===== src/rtl/axi_rd_mem_adapter.sv =====
// AXI read-channel slave driving a single-word synchronous SRAM read port.
// Bursts are split into beats, buffered in a 2-entry R FIFO with in-flight accounting.
module axi_rd_mem_adapter #(
    parameter int ID_WIDTH   = 8,
    parameter int ADDR_WIDTH = 32,
    parameter int DATA_WIDTH = 64
) (
    input  logic                                            clk,
    input  logic                                            rst,
    input  logic                                            ar_valid,
    output logic                                            ar_ready,
    input  logic [ID_WIDTH-1:0]                             ar_id,
    input  logic [ADDR_WIDTH-1:0]                           ar_addr,
    input  logic [7:0]                                      ar_len,
    input  logic [2:0]                                      ar_size,
    input  logic [1:0]                                      ar_burst,
    output logic                                            r_valid,
    input  logic                                            r_ready,
    output logic [ID_WIDTH-1:0]                             r_id,
    output logic [DATA_WIDTH-1:0]                           r_data,
    output logic [1:0]                                      r_resp,
    output logic                                            r_last,
    output logic                                            mem_req,
    output logic [ADDR_WIDTH-$clog2(DATA_WIDTH/8)-1:0]      mem_addr,
    input  logic [DATA_WIDTH-1:0]                           mem_rdata
);

    localparam int LOG_B = $clog2(DATA_WIDTH/8);

    localparam logic [0:0] S_IDLE  = 1'b0;
    localparam logic [0:0] S_BURST = 1'b1;

    typedef struct packed {
        logic [ID_WIDTH-1:0]   id;
        logic [DATA_WIDTH-1:0] data;
        logic [1:0]            resp;
        logic                  last;
    } beat_t;

    logic [0:0]            state_q, state_d;
    logic [ID_WIDTH-1:0]   id_q;
    logic [ADDR_WIDTH-1:0] addr_q;
    logic [7:0]            len_q;
    logic [2:0]            size_q;
    logic [1:0]            burst_q;
    logic                  err_q;
    logic [7:0]            beat_q;
    logic                  infl_q;
    logic [ID_WIDTH-1:0]   infl_id_q;
    logic                  infl_last_q;
    logic [1:0]            cnt_q, cnt_d;
    beat_t                 head_q, head_d;
    beat_t                 tail_q, tail_d;

    logic                  ar_fire;
    logic                  ar_bad;
    logic                  pop;
    logic                  slot_ok;
    logic                  issue;
    logic                  last_beat;
    logic                  push;
    beat_t                 push_beat;
    logic [ADDR_WIDTH-1:0] incr;
    logic [ADDR_WIDTH-1:0] wmask;
    logic [ADDR_WIDTH-1:0] addr_nxt;
    logic [1:0]            cnt_after_pop;

    assign ar_ready  = (state_q == S_IDLE) && !rst;
    assign ar_fire   = ar_valid && ar_ready;
    assign r_valid   = (cnt_q != 2'd0) && !rst;
    assign pop       = r_valid && r_ready;
    assign slot_ok   = ({1'b0, cnt_q} + {2'b0, infl_q} - {2'b0, pop}) < 3'd2;
    assign issue     = (state_q == S_BURST) && slot_ok && !rst;
    assign mem_req   = issue && !err_q;
    assign last_beat = (beat_q == len_q);
    assign mem_addr  = addr_q[ADDR_WIDTH-1:LOG_B];

    assign r_id   = r_valid ? head_q.id   : '0;
    assign r_data = r_valid ? head_q.data : '0;
    assign r_resp = r_valid ? head_q.resp : 2'b00;
    assign r_last = r_valid ? head_q.last : 1'b0;

    assign ar_bad = (ar_burst == 2'd3)
                 || ((ar_burst == 2'd2) && !((ar_len == 8'd1) || (ar_len == 8'd3)
                                          || (ar_len == 8'd7) || (ar_len == 8'd15)))
                 || (ar_size > 3'(LOG_B));

    // next beat address for FIXED / INCR / WRAP
    always_comb begin
        incr     = ADDR_WIDTH'(1) << size_q;
        wmask    = ((ADDR_WIDTH'(len_q) + ADDR_WIDTH'(1)) << size_q) - ADDR_WIDTH'(1);
        addr_nxt = addr_q;
        unique case (burst_q)
            2'd1:    addr_nxt = addr_q + incr;
            2'd2:    addr_nxt = (addr_q & ~wmask) | ((addr_q + incr) & wmask);
            default: addr_nxt = addr_q;
        endcase
    end

    // error beats enter the buffer at issue; memory beats one cycle later
    always_comb begin
        push      = (issue && err_q) || infl_q;
        push_beat = '0;
        if (infl_q) begin
            push_beat.id   = infl_id_q;
            push_beat.data = mem_rdata;
            push_beat.resp = 2'b00;
            push_beat.last = infl_last_q;
        end else begin
            push_beat.id   = id_q;
            push_beat.data = '0;
            push_beat.resp = 2'b10;
            push_beat.last = last_beat;
        end
    end

    // two-entry FIFO; head feeds the R channel directly
    always_comb begin
        head_d        = head_q;
        tail_d        = tail_q;
        cnt_after_pop = cnt_q;
        if (pop) begin
            head_d        = tail_q;
            cnt_after_pop = cnt_q - 2'd1;
        end
        cnt_d = cnt_after_pop;
        if (push) begin
            if (cnt_after_pop == 2'd0) head_d = push_beat;
            else                       tail_d = push_beat;
            cnt_d = cnt_after_pop + 2'd1;
        end
    end

    // IDLE accepts one AR, BURST issues until beat len
    always_comb begin
        state_d = state_q;
        if (ar_fire)                 state_d = S_BURST;
        else if (issue && last_beat) state_d = S_IDLE;
    end

    // state, burst context, in-flight tracking and buffer registers
    always_ff @(posedge clk) begin
        if (rst) begin
            state_q     <= S_IDLE;
            id_q        <= '0;
            addr_q      <= '0;
            len_q       <= '0;
            size_q      <= '0;
            burst_q     <= '0;
            err_q       <= 1'b0;
            beat_q      <= '0;
            infl_q      <= 1'b0;
            infl_id_q   <= '0;
            infl_last_q <= 1'b0;
            cnt_q       <= '0;
            head_q      <= '0;
            tail_q      <= '0;
        end else begin
            state_q     <= state_d;
            cnt_q       <= cnt_d;
            head_q      <= head_d;
            tail_q      <= tail_d;
            infl_q      <= mem_req;
            infl_id_q   <= id_q;
            infl_last_q <= last_beat;
            if (ar_fire) begin
                id_q    <= ar_id;
                addr_q  <= ar_addr;
                len_q   <= ar_len;
                size_q  <= ar_size;
                burst_q <= ar_burst;
                err_q   <= ar_bad;
                beat_q  <= '0;
            end else if (issue) begin
                addr_q  <= addr_nxt;
                beat_q  <= beat_q + 8'd1;
            end
        end
    end

endmodule


===== config.mk =====
export PLATFORM = sky130hd
export DESIGN_NAME = axi_rd_mem_adapter
export DESIGN_NICKNAME = d
export VERILOG_FILES = /design/src/rtl/axi_rd_mem_adapter.sv
export SDC_FILE = /design/constraint.sdc
export NUM_CORES = 1
export LEC_CHECK = 0
export CAP_MARGIN = 10
export CORE_MARGIN = 3
export CORE_UTILIZATION = 65
export CTS_CLUSTER_SIZE = 10
export DETAILED_ROUTE_END_ITERATION = 7
export DONT_BUFFER_PORTS = 1
export PLACE_DENSITY = 0.81
export SETUP_SLACK_MARGIN = 0.2
export SYNTH_ARGS = -nofsm -noshare
export SYNTH_HDL_FRONTEND = slang
export SYNTH_SLANG_ARGS = --single-unit

===== constraint.sdc =====
create_clock -name clk -period 6.5 [get_ports clk]
set_clock_uncertainty 0.1 [all_clocks]
set_input_delay 1.3 -clock clk [delete_from_list [all_inputs] [get_ports clk]]
set_output_delay 1.3 -clock clk [all_outputs]
set_load 0.1 [all_outputs]

After elaboration in Yosys (flattened, before gate mapping)
Cells that the tools add are included.
Storage, ports and cells
  logic and storage cells: 89
  bits in writable memories: 0
  memory bits (read-only): 0
  bits of input ports: 121
  register bits: 225
  latch bits: 0
  memories: 0
Cells by class
  order comparisons: 2
  mux-type cells: 15
  shifts and indexed selects: 2
  reductions and logical operators: 27
  bitwise gates (word level): 6
  equal/unequal tests: 9
  multiply operators: 0
  div/mod/pow operators: 0
  add/sub/neg operators: 8
Operator list (count)
  two-way mux 75 bit: 4
  AND 32 bit: 2
  two-way mux 32 bit: 2
  two-way mux 64 bit: 1
  case mux 32 bit (2 select lines): 1
  adder 32 bit: 1
  inverter 32 bit: 1
  OR 32 bit: 1
  left shift 1 x 3 -> 32 bit (first input constant): 1
  left shift 9 x 3 -> 32 bit: 1
  subtractor 32 x 1 -> 32 bit (second input constant): 1
  logical AND 1 bit: 10
  adder 8 x 1 -> 9 bit (second input constant): 1
  adder 8 x 1 -> 8 bit (second input constant): 1
  == test 8 x 1 -> 1 bit (second input constant): 1
  == test 8 x 2 -> 1 bit (second input constant): 1
  == test 8 x 3 -> 1 bit (second input constant): 1
  == test 8 x 4 -> 1 bit (second input constant): 1
  == test 8 bit: 1
  two-way mux 8 bit: 1
  == test 2 bit (second input constant): 3
  logical OR 1 bit: 6
  two-way mux 2 bit: 3
  nonzero test 2 bit: 3
  other kinds (14): 20

Logic depth before layout (Yosys ltp)
  word-level depth: 10
  mapped depth: 18

Least setup slack after synthesis
No wires, ideal clock.
  kind: input -> output
  from: input rst
  to: output mem_req
  data required time: 5100 ps
  slack: -735 ps
  buffers on the path: 1
  arrival: 5835 ps
  stages: 8
  path through: nor2_1 -> nand2_1 -> inv_1 -> clkbuf_1 -> ha_1 -> nor2b_1 -> fa_1 -> nor4_1
Between the ends
  longest elaborated chain between the ends: 8
RTL lines
  start, declared: RTL line 9  | input logic rst,
  zero test 1 bit (*): RTL line 70, 73
  logical AND 1 bit: RTL line 70  | assign r_valid = (cnt_q != 2'd0) && !rst;
  logical AND 1 bit: RTL line 71  | assign pop = r_valid && r_ready;
  subtractor 3 x 1 -> 3 bit: RTL line 72  | assign slot_ok = ({1'b0, cnt_q} + {2'b0, infl_q} - {2'b0, pop}) < 3'd2;
  less-than comparator 3 x 2 -> 1 bit: RTL line 72
  logical AND 1 bit: RTL line 73  | assign issue = (state_q == S_BURST) && slot_ok && !rst;
  logical AND 1 bit (*): RTL line 73
  logical AND 1 bit (*): RTL line 74  | assign mem_req = issue && !err_q;
  end, declared: RTL line 23  | output logic mem_req,
Mark *: on every way between the ends. The rest lies on a longest branch, timed or not.

Worst setup path after layout
  from: input rst
  to: register head_q[32] (netlist name)
Between the ends
  longest elaborated chain between the ends: 10
  elaborated cells on any way between the ends: 14
RTL lines
  zero test 1 bit: RTL line 70, 73
  logical AND 1 bit: RTL line 70
  logical AND 1 bit: RTL line 71
  subtractor 3 x 1 -> 3 bit: RTL line 72
  less-than comparator 3 x 2 -> 1 bit: RTL line 72
  logical AND 1 bit (2 in series): RTL line 73
  logical AND 1 bit: RTL line 102  | push = (issue && err_q) || infl_q;
  logical OR 1 bit: RTL line 102
  two-way mux 75 bit: RTL line 127  | if (push) begin
  end signal, assigned: RTL line 156  | head_q <= '0;
  end signal, assigned: RTL line 161  | head_q <= head_d;
  end, declared: RTL line 52  | beat_t head_q, head_d;
Parallel ways exist; a longest one is shown, timed or not.
A chain may end at the register's enable or synchronous reset.

==> results_dict.tcl <==
set metrics [dict create \
    postCtsHoldBufs 0 \
    synth_simple_gate_area_share_pct 29.7 \
    cts_buffer_depth 3 \
    ir_worst_vdd_mv 0.369 \
    most-common-layout-cells "nand2_1 (271), nor2_1 (263), dfxtp_1 (223)" \
    syn_avg_cell_area_um2 7.37 \
    rsz0062_at_grt "no" \
    dp_hpwl_um 19700 \
    ctsRootBufferMaster "clkbuf_16" \
    ys_dominant_reg_cell "dfxtp_1" \
    status "complete, no violations" \
    die_area_um2 20500 \
    yosysWarningCount 0 \
    fp.dieW_um 143 \
    critical_path_class "input port to register" \
    tightest_slew_ns 1.19 \
    cts_buffers 27 \
    postCtsSetupBuffers 0 \
    avgViaCountPerCell 6.16 \
    path_max_fanout 210 \
    arrival_ns 4.88 \
    drc_errors 0 \
    async_reset_ff_share_pct 0 \
    hold_path_depth 2 \
    drive_above_1_share_pct 5.82 \
    cts_resized 0 \
    synth_cells 1659 \
    grt.total_usage_pct 28.8 \
    dr_total_vias 10948 \
    r2r_slack_ns 2.12 \
    critPathLaunchType "input port" \
    slew_headroom_pct 20.9 \
    hold_class "register to register" \
    multi_input_area_um2 6970 \
    wl_um 30700 \
    r2r_cells 13 \
    cts_tree "done" \
    netlist_area_um2 12200 \
    end_kind "register" \
    diodes 0 \
    gp_congestion 0.943 \
    synth_cell_types 83 \
    synth_edf_count 0 \
    power.leakage_nw 4.64 \
    fmax_mhz 219 \
    synth_top_family_by_area "simple AND/OR/NAND/NOR gates" \
    synth_xor_xnor_area_share_pct 2.65 \
    regArea_um2 4490 \
    die_h_um 143 \
    hold_start "tail_q[0]" \
    syn2layout_area_growth_pct 4.06 \
    finalSetupViolations 0 \
    firstDrtPassIters 6 \
    drtIter0Drc 946 \
    postRouteAntennaNets 0 \
    antenna_found_initial 5 \
    start_util_pct 67.1 \
    synth_fa_ha_area_share_pct 1.86 \
    finalHoldViolations 0 \
    ys_seq_elements 224 \
    fin_nets 1676 \
    r2r_start "size_q[2]" \
    rows 49 \
    ioPinCount 228 \
    grt_pass1_wl_um 49700 \
    power_density_nw_per_um2 341 \
    drv_slew 0 \
    port_buffers 0 \
    worstPathRequired_ns 6.82 \
    total_power_mw 4.34 \
    synth_compound_area_share_pct 19.7 \
    core_um2 18200 \
    wl_per_cell_um 17.3 \
    drv_cap 0 \
    syn_nets 1797 \
    fillers 1532 \
    final_common_cell "nand2_1" \
    grt_pass1_vias 9876 \
    fin_crit_sh_pct 70.2 \
    grt_overflow 0 \
    h-tree-depth 1 \
    synthMuxAreaShare_pct 2.74 \
    whs_endpoint "head_q[0]" \
    ys_seq_area_share_pct 36.7 \
    final.setup.tns_ns 0 \
    clock_sinks 224 \
    grt_max_degree 211 \
    clkTransAtPathRegs_ns 0.05 \
    fin_crit_ns 4.56 \
    clkLatencyLatePin_ns 0.54 \
]
report_power, final:
group          leakage, nW  total [mW]  switching [mW]  internal, mW
combinational         2.43        1.23           0.891         0.335
clock                0.385        1.37           0.543         0.823
sequential            1.82        1.75           0.220          1.53
synth_stat cells, types with 18 or more instances:
master    count  share of area, %
nand2b_1     25               1.3
nor2_1      265               8.1
clkbuf_1    112               3.4
nor2b_1      18              0.92
nand2_1     273               8.4
dfxtp_1     224                37
and2_1       79               4.0
xor2_1       25               1.8
and3_1       27               1.4
o21ai_0      39               1.6
a21oi_1     152               6.2
nand3_1      26               1.1
a211oi_1     32               2.0
mux2i_1      23               1.9
buf_4        31               1.9
a31oi_1      73               3.7
stage by stage:
step / hold slack [ns] / area, um^2 / setup slack (ns) / std cells / utilization, %
floorplan: 0.354 / 12200 / 0.435 / 1659 / -
detailed placement: 0.365 / 11900 / 1.55 / 1738 / 65.5
finish: 0.376 / 12700 / 1.94 / 1776 / 69.8
CTS: 0.372 / 12700 / 2.04 / 1776 / 69.8
global route: 0.385 / 12700 / 1.60 / 1776 / 69.8
global placement: 0.360 / 11900 / 1.68 / 1738 / 65.5
per-layer routing:
| metal | vias to the layer above | wire [um] | global-route usage [%] |
|---|---|---|---|
| li1 | 5395 | - | - |
| met1 | 5042 | 12800 | 38.5 |
| met2 | 430 | 14400 | 46.8 |
| met3 | 71 | 2570 | 6.26 |
| met4 | 10 | 916 | 9.15 |
| met5 | - | 73 | 0 |
critical path, cell delays in order:
cell     delay [ns]
nor2_4         0.13
nand2_2        0.07
inv_2          0.05
ha_1           0.27
nor2b_1        0.17
fa_1           0.51
nor3_2         0.59
a21oi_1        0.36
nor2b_4        0.32
buf_4          0.63
a21oi_1        0.09
a31oi_1        0.19
nor2_1         0.05
cells by family after synthesis:
group,after synthesis
AOI/OAI and AO/OA,380
xor gates and xnor gates,37
adders and majority gates,17
buffers and inverters,179
DFF,224
muxes,32
and+or+nand+nor,790
cell type report:
| cell class | count | share of cell area [%] |
|---|---|---|
| well taps | 229 | 2.25 |
| repair buffers | 16 | 1.04 |
| clock buffers | 36 | 5.82 |
| inverters | 13 | 0.384 |
| clock inverters | 2 | 0.394 |
| multi-input cells | 1256 | 54.8 |
| flip-flops and latches | 224 | 35.3 |
how the worst max path moves through the flow:
stage,cells after the start,slack (ns),endpoint,from
floorplan,8,0.44,mem_req,rst
global placement,12,1.68,register,rst
detailed placement,12,1.55,register,rst
CTS,8,2.04,mem_req,rst
global route,11,1.60,tail_q[71],rst
finish,13,1.94,head_q[32],rst
Note: power is estimated with default switching activity, not from simulation.
